<file path="src/rtl/instr_encoder_loader.sv">
// Encodes decoded ARM instruction fields (DP, LDR/STR, B/BL) into 32-bit words and streams them
// into the instruction-memory write port. Optional running XOR checksum under `ENC_CHECKSUM_EN.
module instr_encoder_loader #(
  parameter int ADDR_W    = 8,
  parameter int DEPTH     = 64,
  parameter int BASE_ADDR = 0
) (
  input  logic              clk,
  input  logic              reset_n,
  input  logic              start,
  input  logic              clr,
  input  logic              in_valid,
  output logic              in_ready,
  input  logic              in_last,
  input  logic [1:0]        cls,
  input  logic [3:0]        cond,
  input  logic [3:0]        cmd,
  input  logic              s_bit,
  input  logic              imm_sel,
  input  logic              load,
  input  logic              up,
  input  logic              link,
  input  logic [3:0]        rn,
  input  logic [3:0]        rd,
  input  logic [3:0]        rm,
  input  logic [11:0]       imm12,
  input  logic [23:0]       imm24,
  output logic              imem_we,
  output logic [ADDR_W-1:0] imem_addr,
  output logic [31:0]       imem_wdata,
  output logic [ADDR_W-1:0] word_cnt,
  output logic [7:0]        err_cnt,
  output logic              busy,
  output logic              done,
  output logic [31:0]       checksum
);

  localparam logic [1:0] S_IDLE = 2'd0;
  localparam logic [1:0] S_LOAD = 2'd1;
  localparam logic [1:0] S_DONE = 2'd2;

  localparam logic [ADDR_W-1:0] BASE     = ADDR_W'(BASE_ADDR);
  localparam logic [ADDR_W-1:0] LAST_IDX = ADDR_W'(DEPTH - 1);

  logic [1:0]        state;
  logic [ADDR_W-1:0] wr_ptr;
  logic [11:0]       op2;
  logic [31:0]       enc;
  logic              legal;
  logic              accept;
  logic              wr;
  logic              end_session;
  logic              new_session;

  // NOTE: every output of a combinational block gets a default first so no path leaves it
  // unassigned, which is what would otherwise infer a latch.
  always_comb begin
    enc = 32'h0;
    op2 = imm_sel ? imm12 : {8'h00, rm};
    unique case (cls)
      2'b00:   enc = {cond, 2'b00, imm_sel, cmd, s_bit, rn, rd, op2};
      2'b01:   enc = {cond, 2'b01, ~imm_sel, 1'b1, up, 1'b0, 1'b0, load, rn, rd, op2};
      2'b10:   enc = {cond, 3'b101, link, imm24};
      default: enc = 32'h0;
    endcase
  end

  assign legal       = (cls != 2'b11);
  assign in_ready    = (state == S_LOAD) && !clr;
  assign accept      = in_valid && in_ready;
  assign wr          = accept && legal;
  // A session closes on the flagged last bundle (legal or not) or on the DEPTH-th legal word.
  assign end_session = accept && (in_last || (legal && (word_cnt == LAST_IDX)));
  assign new_session = start && (state != S_LOAD);

  // NOTE: sequential state is updated with non-blocking assignments only, so every register
  // samples pre-edge values regardless of block ordering.
  always_ff @(posedge clk or negedge reset_n) begin
    if (!reset_n) begin
      state <= S_IDLE;
    end else if (clr) begin
      state <= S_IDLE;
    end else begin
      unique case (state)
        S_IDLE:  if (start) state <= S_LOAD;
        S_LOAD:  if (end_session) state <= S_DONE;
        S_DONE:  if (start) state <= S_LOAD;
        default: state <= S_IDLE;
      endcase
    end
  end

  always_ff @(posedge clk or negedge reset_n) begin
    if (!reset_n) begin
      imem_we    <= 1'b0;
      imem_addr  <= '0;
      imem_wdata <= 32'h0;
      wr_ptr     <= BASE;
      word_cnt   <= '0;
      err_cnt    <= 8'h00;
    end else if (clr) begin
      imem_we    <= 1'b0;
      imem_addr  <= '0;
      imem_wdata <= 32'h0;
      wr_ptr     <= BASE;
      word_cnt   <= '0;
      err_cnt    <= 8'h00;
    end else begin
      imem_we <= wr;
      if (new_session) begin
        wr_ptr   <= BASE;
        word_cnt <= '0;
        err_cnt  <= 8'h00;
      end
      if (wr) begin
        imem_addr  <= wr_ptr;
        imem_wdata <= enc;
        wr_ptr     <= wr_ptr + ADDR_W'(4);
        word_cnt   <= word_cnt + ADDR_W'(1);
      end
      if (accept && !legal && (err_cnt != 8'hFF)) begin
        err_cnt <= err_cnt + 8'h01;
      end
    end
  end

  assign busy = (state == S_LOAD);
  assign done = (state == S_DONE);

`ifdef ENC_CHECKSUM_EN
  logic [31:0] sum_q;

  // Folded in at accept time so the checksum moves in the same cycle as the imem_we pulse.
  always_ff @(posedge clk or negedge reset_n) begin
    if (!reset_n) begin
      sum_q <= 32'h0;
    end else if (clr || new_session) begin
      sum_q <= 32'h0;
    end else if (wr) begin
      sum_q <= sum_q ^ enc;
    end
  end

  assign checksum = sum_q;
`else
  assign checksum = 32'h0;
`endif

endmodule

</file>
<file path="config.mk">
export PLATFORM = sky130hd
export DESIGN_NAME = instr_encoder_loader
export DESIGN_NICKNAME = d
export VERILOG_FILES = /design/src/rtl/instr_encoder_loader.sv
export SDC_FILE = /design/constraint.sdc
export NUM_CORES = 1
export LEC_CHECK = 0
export BUFFER_PORTS_ARGS = -buffer_cell sky130_fd_sc_hd__buf_2
export CORE_UTILIZATION = 25
export DETAILED_ROUTE_END_ITERATION = 10
export PLACE_DENSITY = 0.47
export REMOVE_ABC_BUFFERS = 1
export SYNTH_ARGS = -nofsm -noshare
export SYNTH_HDL_FRONTEND = slang
export SYNTH_SLANG_ARGS = --single-unit
</file>
<file path="constraint.sdc">
create_clock -name clk -period 1.5 [get_ports clk]
set_input_delay 0 -clock clk [delete_from_list [all_inputs] [get_ports clk]]
set_output_delay 0 -clock clk [all_outputs]
set_load 0.01 [all_outputs]
</file>
# ---- Word-level counts from Yosys, hierarchy flattened
# Index checks and enable logic that the tools add are counted.
dict set report totals {
  input_bits 69
  out_inout_bits 92
  ff_bits 67
}
dict set report op_classes {
  n_eq_ne 10
  n_reduce_logical 18
  muxes 18
  n_addsub 3
  bitwise_logic 1
}
# operator n
set op_table {}
lappend op_table {{32-bit case mux with 3 select lines} 1}
lappend op_table {{8-bit two-way mux} 9}
lappend op_table {{32-bit two-way mux} 2}
lappend op_table {{8-bit by 1-bit adder with 8-bit output, second input constant} 2}
lappend op_table {{12-bit two-way mux} 1}
lappend op_table {{8-bit by 3-bit adder with 8-bit output, second input constant} 1}
lappend op_table {{8-bit by 6-bit equality test with 1-bit output, second input constant} 1}
lappend op_table {{1-bit logical AND} 8}
lappend op_table {{8-bit inequality test, second input constant} 1}
lappend op_table {{2-bit two-way mux} 3}
lappend op_table {{3-bit nonzero test} 2}
lappend op_table {{2-bit by 1-bit equality test with 1-bit output, second input constant} 2}
lappend op_table {{2-bit equality test, second input constant} 2}
lappend op_table {{2-bit logical NOT} 2}
lappend op_table {{2-bit case mux with 2 select lines} 1}
lappend op_table {{3-bit by 1-bit inequality test with 1-bit output, second input constant} 1}
lappend op_table {{3-bit by 2-bit inequality test with 1-bit output, second input constant} 1}
lappend op_table {{1-bit logical NOT} 2}
lappend op_table {{2-bit by 1-bit inequality test with 1-bit output, second input constant} 1}
lappend op_table {{2-bit inequality test, second input constant} 1}
lappend op_table {{2-bit AND reduction} 1}
lappend op_table {{2-bit nonzero test} 1}
lappend op_table {{2-bit OR reduction} 1}
lappend op_table {{1-bit logical OR} 1}
lappend op_table {{2 further kinds} 2}

# ---- Longest topological paths before layout
# Gate-level depths: netlist (run 1).
dict set report depth {
  ltp_word 7
  depth_mapped 6
  mapped_depth_nobuf 5
}

# ---- Least setup slack after synthesis (run 1)
# OpenSTA, ideal clock, no wires.
dict set report synth_timing {
  path_kind {register to register}
  from {reg err_cnt[0]}
  to {reg err_cnt[5]}
  path_buffers 0
  period_less_slack_ns 1.741
  stages_incl_launch_ff 6
  arrival_time_ns 1.615
  required_ns 1.374
  slack_ns -0.241
  setup_ns 0.126
  cell_sequence {dfrtp_1 -> ha_1 -> and2_1 -> a311oi_4 -> inv_2 -> a311o_1}
}
dict set report synth_between {
  elab_chain_cells 4
}
# element line_no
set synth_rtl {}
lappend synth_rtl {{from (decl)} 32} ;# output logic [7:0] err_cnt,
lappend synth_rtl {{from (signal assigned)} 122} ;# err_cnt <= err_cnt + 8'h01;
lappend synth_rtl {{branches (longest 4 deep; another with 8-bit by 1-bit adder with 8-bit output)} -}
# Several ways; the timed one is not identified.
# A chain may end at the register's enable or synchronous reset.

# ---- Final worst setup path (run 1)
dict set report layout_timing {
  from {reg state[1]}
  to {reg word_cnt[3]}
}
dict set report layout_between {
  elab_chain_cells 6
}
# element line_no
set layout_rtl {}
lappend layout_rtl {{from (decl)} 45} ;# logic [1:0] state;
lappend layout_rtl {{from (signal assigned)} 80} ;# state <= S_IDLE;
lappend layout_rtl {{from (signal assigned)} 82} ;# state <= S_IDLE;
lappend layout_rtl {{from (signal assigned)} 85} ;# S_IDLE: if (start) state <= S_LOAD;
lappend layout_rtl {{2-bit by 1-bit equality test with 1-bit output} 69} ;# assign in_ready = (state == S_LOAD) && !clr;
lappend layout_rtl {{1-bit logical AND} 69}
lappend layout_rtl {{1-bit logical AND} 70} ;# assign accept = in_valid && in_ready;
lappend layout_rtl {{1-bit logical AND} 71} ;# assign wr = accept && legal;
lappend layout_rtl {{8-bit two-way mux} 115} ;# if (wr) begin
lappend layout_rtl {{8-bit two-way mux} 101} ;# end else if (clr) begin
lappend layout_rtl {{to (signal assigned)} 119} ;# word_cnt <= word_cnt + ADDR_W'(1);
lappend layout_rtl {{to (decl)} 31} ;# output logic [ADDR_W-1:0] word_cnt,
# Several ways; a longest one is shown, not always the timed one.

==> results of run 1 <==
-- layer usage --
layer | vias up | GRT usage | wire length [um]
li1 | 1624 | - | -
met1 | 1589 | 0.196 | 4840
met2 | 105 | 0.246 | 4890
met3 | 11 | 0.0396 | 579
met4 | 0 | 0.0483 | 134
met5 | - | 0 | 0
-- registers in the layout, indices dropped and copies added (netlist names) --
register,flops
err_cnt,8
word_cnt,8
wr_ptr,6
imem_wdata,32
state,2
imem_addr,7
imem_we,1
-- cell usage in the layout (no fill, tap or decap), drive strengths merged, types with 5 or more instances in the layout --
master,count
a31oi,5
or3,5
nand3b,21
a21oi,15
dfrtp,64
o21ai,20
nor2,12
dlygate4sd3,50
nand2,38
mux2i,13
nand3,10
inv,15
buf,178
a22o,8
a22oi,8
clkbuf,14
conb,32
a21o,10
-- critical path: cells and delay by family, from the launching register on --
kind                   cells  cell delay, ps
DFF                        1             440
buffers and inverters      1             170
and+or+nand+nor            3             750
AOI/OAI and AO/OA          1              80
-- final timing paths --
kind                                start        endpoint  slack, ps  cells past startpoint
setup / recovery                 state[1]     word_cnt[3]        -20                      5
hold / removal                   imm12[3]   imem_wdata[3]         10                      3
setup reg to reg                 state[1]     word_cnt[3]        -20                      5
hold reg to reg            imem_wdata[27]  imem_wdata[27]        480                      1
max in group asynchronous         reset_n  imem_wdata[25]        980                      3
min in group asynchronous         reset_n      err_cnt[6]        220                      3
-- layout make-up --
type,count,share of cell area
clock buffer,12,0.0440
clock inverter,3,0.00759
multi-input combinational,247,0.310
inverter,15,0.0109
tap,176,0.0393
timing repair buffer,230,0.303
sequential,64,0.286
-- kinds of logic after synthesis --
| group | Yosys count | share of synthesized area |
|---|---|---|
| adders and majority gates | 3 | 0.0110 |
| other | 1 | 0.00110 |
| AOI/OAI and AO/OA | 84 | 0.176 |
| muxes | 13 | 0.0383 |
| buffers and inverters | 64 | 0.111 |
| and+or+nand+nor | 113 | 0.189 |
| xor gates and xnor gates | 1 | 0.00258 |
| DFF | 64 | 0.471 |
-- stage by stage --
stage          worst slack, ps  TNS (ps)  cell area, um2  power [uW]
2_1_floorplan             -518    -10740            3200        2010
3_3_place_gp             -88.0     -1720            4380        2300
3_5_place_dp              -149     -3580            4380        2300
4_1_cts                  -39.3      -148            5380        4550
5_1_grt                  -97.1     -1950            5610        4720
6_report                 -18.0     -35.4            5610        4510
-- repair_timing --
action | CTS | global route
setup buffers | 9 | 2
hold buffers | 50 | 0
cloned | 2 | 2
setup endpoints to repair | 44 | 55
gates resized for setup | 26 | 34
endpoints found under the hold margin | 92 | 0
pin swaps | 15 | 25
-- power groups by stage --
stage	registers, uW	logic (uW)	clock network (uW)
after floorplan	1830	181	0
final	1780	674	2060
after detailed placement	1810	493	0
after global placement	1810	489	0
after global routing	1780	739	2200
after CTS	1780	638	2130
==> out/results.tsv, run 1 <==
metric	value	unit
FF+latch count, synth	64	
crit path capture type	register	
Register Area	1600	um2
status	finished, violations left	
Die Ht	119	um
peak supply drop	0.000428	V
Final nets	639	
vias in the first global route	3366	
Tmin final	1520	ps
CTS sink cnt	64	
via-per-instance ratio	4.46	
register area share after synthesis	0.471	
Fillers	1319	
critical-path cell list	nor3b_4 > nand3_4 > buf_6 > or3_1 > o21ai_1	
CTS tree	done	
Worst Path Required	1750	ps
crit-path max FO	6	
Tot GR Track Use	0.151	
Avg Cell Area, Syn	9.91	um2
Synth-to-Final Area Change	64.8	%
Hold Path Class	in2reg	
H-tree lvl count	3	
CP Data Arrival Time	1770	ps
sequential share of power	0.395	
fraction of registers with async set or reset after synthesis	1.00	
P_leak	0.00297	uW
synthesized area	3400	um2
Worst path max stage delay	440	ps
CP max stage cell	dfrtp_2	
Main synth FF type	dfrtp_1	
Clock Path Buffers	2	
Cell Count, Final, Fillers Out	747	
post-DP HPWL	6.83	mm
worst skew pair latency	320	ps
combinational power share	0.149	
synth warn	0	
failing checks	negative setup slack	
DR vias	3329	
first drt pass iteration count	5	
num rows	42	
Synth area leaders	dfrtp_1 47%, buf_4 7.5%, nand3b_1 4.6%	
final setup margin	-18.0	ps
Die ar.	14100	um2
power per cell area	805	nW/um2
DR WL/cell	14.0	um
count leader, synth	dfrtp_1	
Setup Skew	4.50	ps
WS Path Type	reg2reg	
Core ar.	13200	um2
max_cap viols	0	
# DRC	0	
Mapped Cells	343	
GP Congestion	0.777	
Final Max Slew Viols	0	
synth cell count leaders	64 x dfrtp_1, 37 x nand2_1, 34 x buf_4, 21 x nand3b_1, 19 x o21ai_1	
Initial Utilization	0.257	
dpl cells	669	
largest net degree at the start of global routing	65	
post-layout util	0.423	
initial antenna violation count	0	
Sw Ratio	0.242	
Detailed Route Iter0 Violations	150	
post-synth top area share	0.471	
Period Utilization, post-route	1.01	
clock power share	0.456	
CTS Buf Count	9	
WHS	14.5	ps
Port Buffer Count	128	
Net Sw Power	1090	uW
I/O pin total	161	
first-pass GRT wire length	16.8	mm
Routed Antenna Nets	0	
DIE WIDTH	119	um
Total Wirelength	10.4	mm
Reg clk slew, reported paths	50	ps
Multi-input gate area	1740	um2
Distinct cells, synth	51	
# diodes	0	
CTS root buf	clkbuf_16	
CP Launch Type	register	
Final Setup Violations	4	
fraction of layout cells with a size suffix above 1	0.413	
Pint	3420	uW
RSZ-0062 raised after global routing	yes	
final global-route overflow total	0	
Synth area leader	dfrtp_1	
FMAX	659	MHz
Final Hold Vio Count	0	
EDFF count, synth	0	
Note: power is estimated with default switching activity, not from simulation.
==> run 2, diff against run 1 <==
--- a/config.mk
+++ b/config.mk
@@ -5,10 +5,11 @@
 export SDC_FILE = /design/constraint.sdc
 export NUM_CORES = 1
 export LEC_CHECK = 0
+export ABC_AREA = 1
 export BUFFER_PORTS_ARGS = -buffer_cell sky130_fd_sc_hd__buf_2
 export CORE_UTILIZATION = 25
 export DETAILED_ROUTE_END_ITERATION = 10
-export PLACE_DENSITY = 0.47
+export PLACE_DENSITY = 0.46
 export REMOVE_ABC_BUFFERS = 1
 export SYNTH_ARGS = -nofsm -noshare
 export SYNTH_HDL_FRONTEND = slang
==> run 2 against run 1 <==
  * The run now ends clean
  * Worst setup slack gained 200 ps
  * Global-route usage shrank 1.1 points
  * Sequential share of layout area grew 2.8 points
  * Largest cell class unchanged
  * Routed wire length shrank 1.3%
  * Clock-buffer cell count shrank 1
  * Cell count grew 10%
  * Clock power grew 4%
  * Maximum frequency grew 15%
==> out/results.tsv, run 2 <==
metric	value	unit	change
GP Congestion	0.786		was 0.777
Rel. slew slack	0.602		
Final nets	707		was 639
H-tree lvl count	3		unchanged
fraction of layout cells with a size suffix above 1	0.266		was 0.413
Pwr Total	4530	uW	was 4510 uW
combinational power share	0.132		was 0.149
CTS root buf	clkbuf_16		unchanged
post-synth top area share	0.431		was 0.471
I/O pin total	161		unchanged
Die ar.	15400	um2	was 14,100 um2
CP Data Arrival Time	1540	ps	was 1770 ps
Final Setup Violations	0		was 4
Period Utilization, post-route	0.879		was 1.01
Synth area leader	dfrtp_1		unchanged
synth warn	0		unchanged
Tot GR Track Use	0.140		was 0.151
Final Hold Vio Count	0		unchanged
final global-route overflow total	0		unchanged
post-layout util	0.350		was 0.423
EDFF count, synth	0		unchanged
Die Ht	124	um	was 119 um
WHS	18.9	ps	was 14.5 ps
clock power share	0.473		was 0.456
CP Launch Type	register		unchanged
synth cell count leaders	128 x nand3_1, 125 x nand2_1, 64 x dfrtp_1, 36 x buf_4, 28 x inv_1		was 64 x dfrtp_1, 37 x nand2_1, 34 x buf_4, 21 x nand3b_1, 19 x o21ai_1
Main synth FF type	dfrtp_1		unchanged
Avg Cell Area, Syn	7.80	um2	was 9.91 um2
FMAX	758	MHz	was 659 MHz
first drt pass iteration count	4		was 5
largest net degree at the start of global routing	50		was 65
CTS sink cnt	64		unchanged
Mapped Cells	477		was 343
synthesized area	3720	um2	was 3400 um2
RSZ-0062 raised after global routing	no		was yes
CTS tree	done		unchanged
Post-CTS Setup Repair Bufs	0		was 9
DR vias	3580		was 3,329
Cell Count, Final, Fillers Out	824		was 747
post-synthesis compound-gate area fraction	0.0410		was 0.176
via-per-instance ratio	4.34		was 4.46
Routed Antenna Nets	0		unchanged
dpl cells	776		was 669
FF+latch count, synth	64		unchanged
# DRC	0		unchanged
Largest register FFs	32		unchanged
Clock Path Buffers	2		unchanged
Synth Area in Adders	0.0101		was 0.0110
P_leak	0.00285	uW	was 0.00297 uW
Tmin final	1320	ps	was 1520 ps
DR WL/cell	12.5	um	was 14.0 um
top flop regs	imem_wdata: 32 flops, err_cnt: 8 flops, word_cnt: 8 flops		unchanged
Distinct cells, synth	29		was 51
Synth-to-Final Area Change	37.0	%	was 64.8%
fraction of registers with async set or reset after synthesis	1.00		unchanged
worst skew pair latency	330	ps	was 320 ps
first-pass GRT wire length	16.4	mm	was 16.8 mm
crit path capture type	register		unchanged
Port Buffer Count	128		unchanged
crit-path max FO	4		was 6
largest family of logic cells by synthesized area	simple AND/OR/NAND/NOR gates		unchanged
Detailed Route Iter0 Violations	177		was 150
DIE WIDTH	124	um	was 119 um
initial antenna violation count	1		was 0
register area share after synthesis	0.431		was 0.471
status	finished, final reports clean		was finished, violations left
Net Sw Power	1150	uW	was 1090 uW
Final Max Slew Viols	0		unchanged
Core ar.	14500	um2	was 13,200 um2
most frequent cells in the layout	127 x nand3_1, 127 x buf_2, 125 x nand2_1		was 127 x buf_2, 63 x dfrtp_1, 50 x dlygate4sd3_1
sequential share of power	0.395		about the same
Worst Path Required	1720	ps	was 1750 ps
CTS Buf Count	9		unchanged
vias in the first global route	3310		was 3,366
count leader, synth	nand3_1		was dfrtp_1
max_cap viols	0		unchanged
Slew @ Worst Pin	596	ps	
Reg clk slew, reported paths	60	ps	was 50 ps
Total Wirelength	10.3	mm	was 10.4 mm
# diodes	0		unchanged
Sw Ratio	0.253		was 0.242
area share of and/or/nand/nor cells after synthesis	0.348		was 0.189
post-synthesis mux area share	0		was 0.0383
post-DP HPWL	7.25	mm	was 6.83 mm
Hold Path Class	in2reg		unchanged
Setup Skew	4.92	ps	was 4.50 ps
Pint	3390	uW	was 3420 uW
post-synthesis xor/xnor area fraction	0.0236		was 0.00258
Initial Utilization	0.256		was 0.257
WS Path Type	reg2reg		unchanged
Reg with most FFs	imem_wdata		unchanged
Synth area leaders	dfrtp_1 43%, nand3_1 17%, nand2_1 13%		was dfrtp_1 47%, buf_4 7.5%, nand3b_1 4.6%
peak supply drop	0.000473	V	was 0.000428 V
power per cell area	890	nW/um2	was 805 nW/um2
num rows	44		was 42
## run 2: cell types whose count changed in the layout (fill, tap and decap cells not counted), sizes merged, moves of 14 or more
| cell | before | now |
|---|---|---|
| a21oi | 15 | 1 |
| buf | 178 | 142 |
| dlygate4sd3 | 50 | 32 |
| inv | 15 | 32 |
| nand2 | 38 | 127 |
| nand3 | 10 | 129 |
| nand3b | 21 | 0 |
## run 2: critical path: stages (launching register included)
cell and delay [ps]:
dfrtp_1 380, ha_1 190, nand3_1 150, nor2_1 170, nand2_1 80, nand2_1 60, nand2_1 60, nand2_1 60
nand2_1 40
## run 2: per-stage QoR
| stage | setup TNS, ps | setup slack, ps | instance area (um2) |
|---|---|---|---|
| after floorplan | -22210 | -552 | 3410 |
| after global placement | 0 | 130 | 4460 |
| after detailed placement | 0 | 82.9 | 4460 |
| after CTS | 0 | 75.1 | 5080 |
| after global routing | 0 | 10.7 | 5090 |
| final | 0 | 181 | 5090 |
## run 2: worst paths after layout
| check | depth (start not counted) | from | slack (ps) | to |
|---|---|---|---|---|
| max in group asynchronous | 3 | reset_n | 830 | imem_wdata[20] |
| worst max register to register | 8 | word_cnt[1] | 180 | state[0] |
| min in group asynchronous | 2 | reset_n | 140 | err_cnt[2] |
| worst min register to register | 2 | imem_wdata[24] | 500 | imem_wdata[24] |
| worst max-delay path | 8 | word_cnt[1] | 180 | state[0] |
| worst min-delay path | 5 | imm24[8] | 20 | imem_wdata[8] |
## run 2: logic make-up after synthesis
logic type / after synthesis
AOI/OAI and AO/OA: 25
xor gates and xnor gates: 10
adders and majority gates: 3
buffers and inverters: 90
DFF: 64
other: 1
and+or+nand+nor: 284
## run 2: area by class of cell
| class | instances | area [um2] |
|---|---|---|
| fillers | 1551 | 9440 |
| repair buffers | 174 | 1130 |
| multi-input cells | 354 | 1700 |
| clock inverters | 5 | 55.1 |
| inverters | 32 | 120 |
| clock buffers | 11 | 253 |
| flip-flops and latches | 64 | 1600 |
| well taps | 184 | 230 |
## run 2: per-layer routing
metal / wire length (um) / up-vias / track usage
met5: 8 / - / 0
met4: 159 / 2 / 0.0632
met3: 710 / 12 / 0.0371
met2: 4850 / 123 / 0.226
met1: 4580 / 1626 / 0.175
li1: - / 1817 / -
## run 2: what timing repair did
action | 4_1_cts | 5_1_grt
setup endpoints to repair | 0 | 8
hold buffers | 32 | 0
gates resized for setup | 0 | 2
hold endpoints to repair | 84 | 0
## run 2: power by group through the flow
stage,Clock (uW),Combinational (uW),Sequential [uW]
floorplan,0,216,1840
global placement,0,528,1820
detailed placement,0,533,1820
CTS,2230,604,1790
global route,2290,672,1800
finish,2140,598,1790
